[config.mk]
export PLATFORM = sky130hd
export DESIGN_NAME = alu_pipe
export DESIGN_NICKNAME = d
export VERILOG_FILES = /design/src/rtl/alu_pkg.sv /design/src/rtl/alu_core.sv /design/src/rtl/alu_pipe.sv
export SDC_FILE = /design/constraint.sdc
export NUM_CORES = 1
export LEC_CHECK = 0
export ABC_CLOCK_PERIOD_IN_PS = 3200
export BUFFER_PORTS_ARGS = -buffer_cell sky130_fd_sc_hd__buf_2
export CORE_MARGIN = 3
export CORE_UTILIZATION = 56
export CTS_CLUSTER_SIZE = 30
export DETAILED_ROUTE_END_ITERATION = 6
export PLACE_DENSITY = 0.8
export SKIP_CTS_REPAIR_TIMING = 1
export SLEW_MARGIN = 30
export SYNTH_ARGS = -nofsm -noshare
export SYNTH_HDL_FRONTEND = slang
export SYNTH_SLANG_ARGS = --single-unit
[constraint.sdc]
create_clock -name clk -period 3.2 [get_ports clk]
set_input_delay 0.16 -clock clk [delete_from_list [all_inputs] [get_ports clk]]
set_output_delay 0.16 -clock clk [all_outputs]
set_load 0.005 [all_outputs]
[src/rtl/alu_pkg.sv]
// Shared definitions for the pipelined ALU: opcodes, internal op set, flag layout.
package alu_pkg;

  // External 4-bit opcodes as they appear in in_word[7:4]; each op has two encodings.
  localparam logic [3:0] OPC_ADD_0 = 4'b0100;
  localparam logic [3:0] OPC_ADD_1 = 4'b1100;
  localparam logic [3:0] OPC_SUB_0 = 4'b0101;
  localparam logic [3:0] OPC_SUB_1 = 4'b1101;
  localparam logic [3:0] OPC_AND_0 = 4'b0110;
  localparam logic [3:0] OPC_AND_1 = 4'b1110;
  localparam logic [3:0] OPC_CMP_0 = 4'b0111;
  localparam logic [3:0] OPC_CMP_1 = 4'b1111;
  localparam logic [3:0] OPC_OR_0  = 4'b1000;
  localparam logic [3:0] OPC_OR_1  = 4'b1001;
  localparam logic [3:0] OPC_XOR_0 = 4'b1010;
  localparam logic [3:0] OPC_XOR_1 = 4'b1011;

  // Flag vector layout: {V,N,C,Z}.
  localparam int FLAGS_W = 4;
  localparam int FLG_Z   = 0;
  localparam int FLG_C   = 1;
  localparam int FLG_N   = 2;
  localparam int FLG_V   = 3;

  // Decoded operation carried down the pipeline.
  typedef enum logic [2:0] {
    OP_ADD,
    OP_SUB,
    OP_AND,
    OP_OR,
    OP_XOR,
    OP_CMP,
    OP_ILL
  } op_e;

  // Map an external opcode onto the internal op set; unknown codes become OP_ILL.
  function automatic op_e decode_op(input logic [3:0] opc);
    op_e op;
    case (opc)
      OPC_ADD_0, OPC_ADD_1: op = OP_ADD;
      OPC_SUB_0, OPC_SUB_1: op = OP_SUB;
      OPC_AND_0, OPC_AND_1: op = OP_AND;
      OPC_CMP_0, OPC_CMP_1: op = OP_CMP;
      OPC_OR_0,  OPC_OR_1:  op = OP_OR;
      OPC_XOR_0, OPC_XOR_1: op = OP_XOR;
      default:              op = OP_ILL;
    endcase
    return op;
  endfunction

endpackage

[src/rtl/alu_core.sv]
// Combinational ALU datapath: result and {V,N,C,Z} flags from a decoded op.
module alu_core
  import alu_pkg::*;
#(
  parameter int WIDTH      = 8,
  parameter int SAT_EN     = 0,
  parameter int SIGNED_CMP = 0
) (
  input  op_e                op_i,
  input  logic [WIDTH-1:0]   a_i,
  input  logic [WIDTH-1:0]   b_i,
  output logic [WIDTH-1:0]   res_o,
  output logic [FLAGS_W-1:0] flags_o
);

  logic [WIDTH:0]   sum;
  logic [WIDTH:0]   diff;
  logic             a_lt_b;
  logic             a_eq_b;
  logic [WIDTH-1:0] res;
  logic             carry;
  logic             ovf;

  // Extra top bit captures carry-out for ADD and borrow for SUB.
  assign sum    = {1'b0, a_i} + {1'b0, b_i};
  assign diff   = {1'b0, a_i} - {1'b0, b_i};
  assign a_eq_b = (a_i == b_i);
  assign a_lt_b = (SIGNED_CMP != 0) ? ($signed(a_i) < $signed(b_i)) : (a_i < b_i);

  // Select the operation result, raw carry/borrow and signed overflow.
  always_comb begin
    // NOTE: every output of a combinational block gets a default first so no path leaves it unassigned (which would infer a latch).
    res   = '0;
    carry = 1'b0;
    ovf   = 1'b0;
    case (op_i)
      OP_ADD: begin
        carry = sum[WIDTH];
        ovf   = (a_i[WIDTH-1] == b_i[WIDTH-1]) && (sum[WIDTH-1] != a_i[WIDTH-1]);
        res   = sum[WIDTH-1:0];
        if ((SAT_EN != 0) && carry) res = '1;
      end
      OP_SUB: begin
        carry = diff[WIDTH];
        ovf   = (a_i[WIDTH-1] != b_i[WIDTH-1]) && (diff[WIDTH-1] != a_i[WIDTH-1]);
        res   = diff[WIDTH-1:0];
        if ((SAT_EN != 0) && carry) res = '0;
      end
      OP_AND: res = a_i & b_i;
      OP_OR:  res = a_i | b_i;
      OP_XOR: res = a_i ^ b_i;
      OP_CMP: res = a_eq_b ? '0 : (a_lt_b ? WIDTH'(1) : WIDTH'(2));
      default: res = '0;
    endcase
  end

  // Z and N come from the final (possibly saturated) result; illegal ops report no flags.
  always_comb begin
    flags_o = '0;
    if (op_i != OP_ILL) begin
      flags_o[FLG_Z] = (res == '0);
      flags_o[FLG_N] = res[WIDTH-1];
      flags_o[FLG_C] = carry;
      flags_o[FLG_V] = ovf;
    end
  end

  assign res_o = res;

endmodule

[src/rtl/alu_pipe.sv]
// Two-stage ALU: stage 1 captures decoded op and operands, stage 2 is the output register.
module alu_pipe
  import alu_pkg::*;
#(
  parameter int WIDTH      = 8,
  parameter int TAG_W      = 4,
  parameter int SAT_EN     = 0,
  parameter int SIGNED_CMP = 0
) (
  input  logic             clk,
  input  logic             rst_n,
  input  logic             in_valid,
  output logic             in_ready,
  input  logic [7:0]       in_word,
  input  logic [WIDTH-1:0] in_a,
  input  logic [WIDTH-1:0] in_b,
  input  logic [TAG_W-1:0] in_tag,
  output logic             out_valid,
  input  logic             out_ready,
  output logic [WIDTH-1:0] out_res,
  output logic [3:0]       out_flags,
  output logic             out_illegal,
  output logic [TAG_W-1:0] out_tag
);

  // Stage 1 registers.
  logic             s1_valid_q, s1_valid_d;
  op_e              s1_op_q,    s1_op_d;
  logic [WIDTH-1:0] s1_a_q,     s1_a_d;
  logic [WIDTH-1:0] s1_b_q,     s1_b_d;
  logic [TAG_W-1:0] s1_tag_q,   s1_tag_d;

  // Stage 2 (output) registers.
  logic             out_valid_q,   out_valid_d;
  logic [WIDTH-1:0] out_res_q,     out_res_d;
  logic [3:0]       out_flags_q,   out_flags_d;
  logic             out_illegal_q, out_illegal_d;
  logic [TAG_W-1:0] out_tag_q,     out_tag_d;

  logic             s2_adv;
  logic             s1_adv;
  logic             accept;
  logic [WIDTH-1:0] core_res;
  logic [3:0]       core_flags;
  logic             unused_word_bits;

  // Only the opcode nibble of the instruction word is meaningful here.
  assign unused_word_bits = ^in_word[3:0];

  // A stage may advance when its downstream slot is empty or being drained this cycle.
  assign s2_adv   = !out_valid_q || out_ready;
  assign s1_adv   = !s1_valid_q || s2_adv;
  assign accept   = in_valid && s1_adv;
  assign in_ready = s1_adv;

  alu_core #(
    .WIDTH      (WIDTH),
    .SAT_EN     (SAT_EN),
    .SIGNED_CMP (SIGNED_CMP)
  ) u_core (
    .op_i    (s1_op_q),
    .a_i     (s1_a_q),
    .b_i     (s1_b_q),
    .res_o   (core_res),
    .flags_o (core_flags)
  );

  // Next-state for both stages: hold unless the stage advances.
  always_comb begin
    s1_valid_d    = s1_valid_q;
    s1_op_d       = s1_op_q;
    s1_a_d        = s1_a_q;
    s1_b_d        = s1_b_q;
    s1_tag_d      = s1_tag_q;
    out_valid_d   = out_valid_q;
    out_res_d     = out_res_q;
    out_flags_d   = out_flags_q;
    out_illegal_d = out_illegal_q;
    out_tag_d     = out_tag_q;

    if (s1_adv) s1_valid_d = in_valid;
    if (accept) begin
      s1_op_d  = decode_op(in_word[7:4]);
      s1_a_d   = in_a;
      s1_b_d   = in_b;
      s1_tag_d = in_tag;
    end

    if (s2_adv) out_valid_d = s1_valid_q;
    if (s2_adv && s1_valid_q) begin
      out_res_d     = core_res;
      out_flags_d   = core_flags;
      out_illegal_d = (s1_op_q == OP_ILL);
      out_tag_d     = s1_tag_q;
    end
  end

  // Control and output registers with synchronous active-low reset.
  always_ff @(posedge clk) begin
    // NOTE: sequential state uses non-blocking assignments so every register samples pre-edge values regardless of statement order.
    if (!rst_n) begin
      s1_valid_q    <= 1'b0;
      out_valid_q   <= 1'b0;
      out_res_q     <= '0;
      out_flags_q   <= '0;
      out_illegal_q <= 1'b0;
      out_tag_q     <= '0;
    end else begin
      s1_valid_q    <= s1_valid_d;
      out_valid_q   <= out_valid_d;
      out_res_q     <= out_res_d;
      out_flags_q   <= out_flags_d;
      out_illegal_q <= out_illegal_d;
      out_tag_q     <= out_tag_d;
    end
  end

  // Stage 1 payload registers, qualified by s1_valid_q.
  always_ff @(posedge clk) begin
    // NOTE: payload registers are left unreset on purpose; s1_valid_q already marks them meaningless after reset.
    s1_op_q  <= s1_op_d;
    s1_a_q   <= s1_a_d;
    s1_b_q   <= s1_b_d;
    s1_tag_q <= s1_tag_d;
  end

  assign out_valid   = out_valid_q;
  assign out_res     = out_res_q;
  assign out_flags   = out_flags_q;
  assign out_illegal = out_illegal_q;
  assign out_tag     = out_tag_q;

endmodule

==> out/metrics.cfg, run 1 <==
[synthesis]
synth_edf_count = 23
postSynthCellCount = 291
syn_area_per_cell_sq_um = 9.29
syn_nets = 349
synth.cell_area_sq_mm = 0.00270
yosysSeqAreaShare = 0.396
ys_async_sr_fraction = 0
ys.flop_type = edfxtp_1
yosysTopAreaCell = edfxtp_1
yosys_warnings = 0
ys_ff_latch = 42
synth_cell_types = 55
yosysTopAreaCellShare = 0.256
synth.most_common_cell = inv_1
ys_top_cells_by_area = edfxtp_1 (26%), dfxtp_1 (14%), ha_1 (11%), o21ai_0 (4.1%), inv_1 (3.5%)
synthTopCellsByCount = inv_1 (25), ha_1 (24), edfxtp_1 (23), o21ai_0 (22)

[sta]
tightest_slew_ns = 0.547
slew_headroom = 0.633
rsz0062_at_grt = no
min_period_ns = 2.56
holdWs_ns = 0.0308
slew_viol_final = 0
final-setup-viol-count = 0
fmax_mhz = 390
finalHoldViolCount = 0
finalClockSkew_ns = 0.00572
final.setup.tns_ns = 0
fin_crit_sh = 0.801

[die]
rows = 24
start_util = 0.600
io_pins = 51
fp.dieW_microns = 75.5
die-height_microns = 75.5
die_area_sq_mm = 0.00570
core_area_sq_mm = 0.00450

[critical_path]
crit_required_ns = 3.39
reg2reg_slack_ns = 0.64
crit_path_start_kind = register
end_kind = register
critPathKind = reg -> reg
arrival_ns = 2.76
cp_max_fo = 3

[placement]
dpl_cell_area_sq_mm = 0.00294
gp_congestion = 0.948
dp_hpwl_microns = 4420
io_buffer_count = 46

[grt]
use_met2 = 0.363
grt_antenna_before_repair = 0
grt_pass1_vias = 2081
grt.met1_usage = 0.296
grt_usage = 0.220
grt_pass1_wl_microns = 9550
grt_max_degree = 35
met3_usage = 0.0435
grt-ovfl-total = 0
top_usage_layer = met2

[final_layout]
utilization = 0.676
ff_latch_area_sq_mm = 0.00107
drive_gt1_frac = 0.207
nets = 390
area_growth_pct = 12.7
finish.instance_area_sq_mm = 0.00305
antenna_cells = 0
n_fill_cell = 375
multi_input_area_sq_mm = 0.00145

[cts]
cts_tree = done
root_buffer = clkbuf_8
htreeDepth = 2
ctsLongestPathBuffers = 2
clock_latency_ns = 0.30
path_clk_slew_ns = 0.08
cts_buffers = 5
cts.sinks = 42

[routing]
ant_nets = 0
via_count = 2280
firstDrtPassIters = 4
wl_microns = 5950
wire_per_inst_microns = 15.5
viasPerCell = 5.92
drc = 0
drt_iter0_drc = 160

[job]
maxCapViolCount = 0

[pwr]
p_per_area_mw_per_mm2 = 430
p_leak_nw = 1.38
peakVddDrop_mv = 0.281

[min_path]
hold_class = in -> reg

[outcome]
status = completed

==> cell type report <==
| type | instances | area share |
|---|---|---|
| timing repair buffer | 50 | 0.0855 |
| inverter | 26 | 0.0320 |
| sequential | 42 | 0.352 |
| tap | 52 | 0.0214 |
| multi-input combinational | 207 | 0.475 |
| clock buffer | 7 | 0.0320 |
| clock inverter | 1 | 0.00205 |
==> report_power, final <==
group	switching [mW]	internal [mW]
sequential	0.0212	0.603
combinational	0.175	0.123
clock	0.184	0.202
total	0.381	0.928
==> final timing paths <==
check / start / end / depth (start not counted)
setup / recovery: s1_a_q[0]$_DFFE_PP_ / out_flags[0]$_SDFFE_PN0P_ / 10
hold / removal: in_a[5] / s1_a_q[5]$_DFFE_PP_ / 1
setup reg to reg: s1_a_q[0]$_DFFE_PP_ / out_flags[0]$_SDFFE_PN0P_ / 10
hold reg to reg: out_tag[1]$_SDFFE_PN0P_ / out_tag[1]$_SDFFE_PN0P_ / 2
==> routing by layer <==
| metal | part of all wire | routed length [microns] |
|---|---|---|
| met4 | 0.0089 | 53 |
| met2 | 0.47 | 2810 |
| met5 | 0 | 0 |
| met1 | 0.46 | 2720 |
| met3 | 0.063 | 373 |
==> cells by family (layout without fill, tap and decap cells) <==
kind of cell / count (synthesis) / after routing / synth area share
buffers and inverters: 42 / 84 / 0.0681
and+or+nand+nor: 80 / 80 / 0.142
xor gates and xnor gates: 5 / 5 / 0.0162
AOI/OAI and AO/OA: 93 / 93 / 0.240
muxes: 3 / 3 / 0.0116
adders and majority gates: 26 / 26 / 0.126
DFF: 42 / 42 / 0.396
==> flip-flops by register name, indices dropped and copies added, names as in the netlist <==
register and cells:
out_res 8, s1_a_q 8, s1_b_q 8, out_flags 4, out_tag 4, s1_tag_q 4
s1_op_q 3, out_illegal 1, out_valid 1, s1_valid_q 1
==> cells in the final DEF (no fill, tap or decap), drive strengths merged, types with 3 or more instances in the layout <==
cell / netlist / routed
o21ai: 23 / 23
edfxtp: 23 / 23
o211a: 3 / 3
xnor2: 4 / 4
a31oi: 5 / 5
a211oi: 9 / 9
nor3: 7 / 7
nand2: 22 / 22
nand2b: 5 / 5
and3: 4 / 4
nand3: 7 / 7
nor2b: 10 / 10
a21boi: 7 / 7
inv: 26 / 27
o311ai: 3 / 3
dfxtp: 19 / 19
clkbuf: 7 / 7
ha: 24 / 24
buf: 9 / 50
a21oi: 19 / 19
a221oi: 3 / 3
nor2: 21 / 21
==> critical path, cell delays in order (launching register included) <==
cell and delay [ns]:
edfxtp_1 0.40, inv_1 0.09, ha_1 0.19, inv_1 0.06, fa_1 0.40, a211o_1 0.32
a21oi_1 0.25, a32o_1 0.17, a2bb2oi_1 0.29, nor2b_1 0.08, a41o_1 0.23
==> stage by stage <==
step | cells | total power, mW | setup WS [ns]
after floorplan | 291 | 0.847 | 0.984
after global placement | 377 | 0.925 | 0.743
after detailed placement | 377 | 0.930 | 0.693
after CTS | 385 | 1.31 | 0.680
after global routing | 385 | 1.38 | 0.490
final | 385 | 1.31 | 0.636
Note: power is estimated with default switching activity, not from simulation.
==> run 2, diff against run 1 <==
--- a/config.mk
+++ b/config.mk
@@ -5,13 +5,13 @@
 export SDC_FILE = /design/constraint.sdc
 export NUM_CORES = 1
 export LEC_CHECK = 0
-export ABC_CLOCK_PERIOD_IN_PS = 3200
+export ABC_CLOCK_PERIOD_IN_PS = 2300
 export BUFFER_PORTS_ARGS = -buffer_cell sky130_fd_sc_hd__buf_2
 export CORE_MARGIN = 3
-export CORE_UTILIZATION = 56
+export CORE_UTILIZATION = 50
 export CTS_CLUSTER_SIZE = 30
 export DETAILED_ROUTE_END_ITERATION = 6
-export PLACE_DENSITY = 0.8
+export PLACE_DENSITY = 0.76
 export SKIP_CTS_REPAIR_TIMING = 1
 export SLEW_MARGIN = 30
 export SYNTH_ARGS = -nofsm -noshare
==> constraint.sdc (replaced) <==
create_clock -name clk -period 2.3 [get_ports clk]
set_input_delay 0.115 -clock clk [delete_from_list [all_inputs] [get_ports clk]]
set_output_delay 0.115 -clock clk [all_outputs]
set_load 0.005 [all_outputs]
==> run 2 against run 1 <==
Compared with the run above:
- the run now ends with setup timing left
- fmax is 9.3% higher
- via count is 7.9% higher
- first-iteration DRC count is 13% higher
- sequential power is 39% higher
- clock skew hardly changed
- design area is 15% higher
- core utilization is 0.14 points higher
- worst hold slack better by 0.042 ns
- combinational power is 78% higher
- critical path depth stayed put
- highest routed layer unchanged
==> out/metrics.cfg, run 2 (same netlist as run 1, synthesis figures left out) <==
[final_layout]
finish.instance_area_sq_mm = 0.00350  ; +15%
layout_common_cells = buf_2 (46), buf_4 (27), edfxtp_1 (23)
final_common_cell = buf_2
drive_gt1_frac = 0.295  ; +0.0880
utilization = 0.678  ; +0.00144
n_fill_cell = 412  ; +9.9%
antenna_cells = 0  ; unchanged
nets = 433  ; +11%
area_growth_pct = 29.7

[sta]
fin_crit_sh = 1.02  ; +0.219
setup_slack_ns = -0.0462  ; -0.682 ns
final-setup-viol-count = 1  ; +1
slew_viol_final = 0  ; unchanged
slew_headroom = 0.633  ; about the same
fmax_mhz = 426  ; +9.3%
finalHoldViolCount = 0  ; unchanged
final.setup.tns_ns = -0.0462  ; -0.0462 ns
finalClockSkew_ns = 0.00543  ; -0.000294 ns
min_period_ns = 2.35  ; -0.218 ns
tightest_slew_ns = 0.551  ; +0.00386 ns
rsz0062_at_grt = yes

[critical_path]
arrival_ns = 2.55  ; -0.21 ns
critPathBufInv = 2  ; unchanged
cp_top_family = compound AO/OA/AOI/OAI gates
timing.rr.start = s1_a_q[0]$_DFFE_PP_
worstSetupStartpoint = s1_a_q[0]$_DFFE_PP_
cp_max_fo = 2  ; -1
critPathMaxStageDelay_ns = 0.42  ; +0.02 ns
critPathSlowestCell = edfxtp_1
end_kind = register
critPathKind = reg -> reg
crit_required_ns = 2.50  ; -0.89 ns
cpMostUsedCell = inv_2
crit_path_start_kind = register
crit_chain = inv_2 -> ha_4 -> inv_2 -> fa_2 -> a211o_1 -> a21oi_1 -> a32o_1 -> a2bb2oi_2 -> nor2b_2 -> a41o_1

[grt]
grt_pass1_vias = 2275  ; +9.3%
grt_antenna_before_repair = 0  ; unchanged
grt-ovfl-total = 0  ; unchanged
grt_pass1_wl_microns = 10200  ; +7.0%
grt_usage = 0.205  ; -0.0151
grt_max_degree = 24  ; -31%

[pwr]
power_frac_comb = 0.281  ; +0.053
switchingPower_uw = 578  ; +52%
switching_share = 0.307  ; +0.0161
p_leak_nw = 1.56  ; +13%
p_per_area_mw_per_mm2 = 537  ; +25%
peakVddDrop_mv = 0.305  ; +8.6%
power.internal_mw = 1.31  ; +41%
pwr-share-clk = 0.258  ; -0.037
pwr-share-seq = 0.461  ; -0.016

[die]
die_area_sq_mm = 0.00632  ; +11%
core_area_sq_mm = 0.00517  ; +15%
io_pins = 51  ; unchanged
fp.dieW_microns = 79.5  ; +5.4%
die-height_microns = 79.5  ; +5.4%
start_util = 0.522  ; -0.0775
rows = 26  ; +8.3%

[cts]
cts_tree = done
path_clk_slew_ns = 0.08  ; about the same
htreeDepth = 2  ; unchanged
cts_buffers = 5  ; unchanged
root_buffer = clkbuf_8
cts.sinks = 42  ; unchanged
ctsLongestPathBuffers = 2  ; unchanged
clock_latency_ns = 0.30  ; about the same

[placement]
gp_congestion = 0.967  ; +2.0%
dp_hpwl_microns = 4630  ; +4.7%
dpl_cell_area_sq_mm = 0.00312  ; +6.2%
pre_cts_slack_ns = -0.116  ; -0.808 ns
io_buffer_count = 46  ; unchanged

[routing]
drc = 0  ; unchanged
viasPerCell = 5.52  ; -6.8%
wl_microns = 6640  ; +11%
drt_iter0_drc = 181  ; +13%
firstDrtPassIters = 4  ; unchanged
ant_nets = 0  ; unchanged
via_count = 2461  ; +7.9%
wire_per_inst_microns = 14.9  ; -3.8%

[outcome]
status = finished, violations left
violations = setup timing

[min_path]
min-delay-start = in_valid
hold_class = in -> reg

[job]
maxCapViolCount = 0  ; unchanged

[run 2: final cells by class]
class	count	area [sq um]	area share
clock buffer	5	68.8	0.0196
clock inverter	3	21.3	0.00607
inverter	26	97.6	0.0278
multi-input combinational	207	1530	0.435
sequential	42	1070	0.306
tap	70	87.6	0.0250
timing repair buffer	93	633	0.181
[run 2: path summary, 6_finish.rpt]
kind	cells past startpoint	endpoint	slack (ns)
setup / recovery	10	out_flags[0]$_SDFFE_PN0P_	-0.05
hold / removal	3	s1_valid_q$_SDFFE_PN0N_	0.07
setup reg to reg	10	out_flags[0]$_SDFFE_PN0P_	-0.05
hold reg to reg	2	out_tag[2]$_SDFFE_PN0P_	0.46
[run 2: worst register-to-register path, cell delays in order (launching register included)]
cell and delay [ns]:
edfxtp_1 0.42, inv_2 0.10, ha_4 0.14, inv_2 0.04, fa_2 0.34, a211o_1 0.33, a21oi_1 0.20, a32o_1 0.19
a2bb2oi_2 0.20, nor2b_2 0.06, a41o_1 0.22
[run 2: power groups by stage]
stage	Combinational (mW)	Sequential (mW)	Clock (mW)
final	0.530	0.869	0.485
after detailed placement	0.461	0.886	0
after global routing	0.582	0.874	0.524
after CTS	0.464	0.868	0.495
after global placement	0.449	0.884	0
after floorplan	0.298	0.880	0
[run 2: metrics by stage]
stage / total power, mW / cells / hold slack (ns)
finish: 1.88 / 446 / 0.0724
global route: 1.98 / 446 / 0.115
CTS: 1.83 / 424 / -0.0271
detailed placement: 1.35 / 416 / 0.293
global placement: 1.33 / 416 / 0.291
floorplan: 1.18 / 291 / 0.214
[run 2: routing by layer]
| metal | up-vias | wire (microns) | GRT usage |
|---|---|---|---|
| li1 | 1213 | - | - |
| met1 | 1132 | 2780 | 0.252 |
| met2 | 105 | 3280 | 0.343 |
| met3 | 11 | 485 | 0.0530 |
| met4 | 0 | 87 | 0.0756 |
| met5 | - | 0 | 0 |
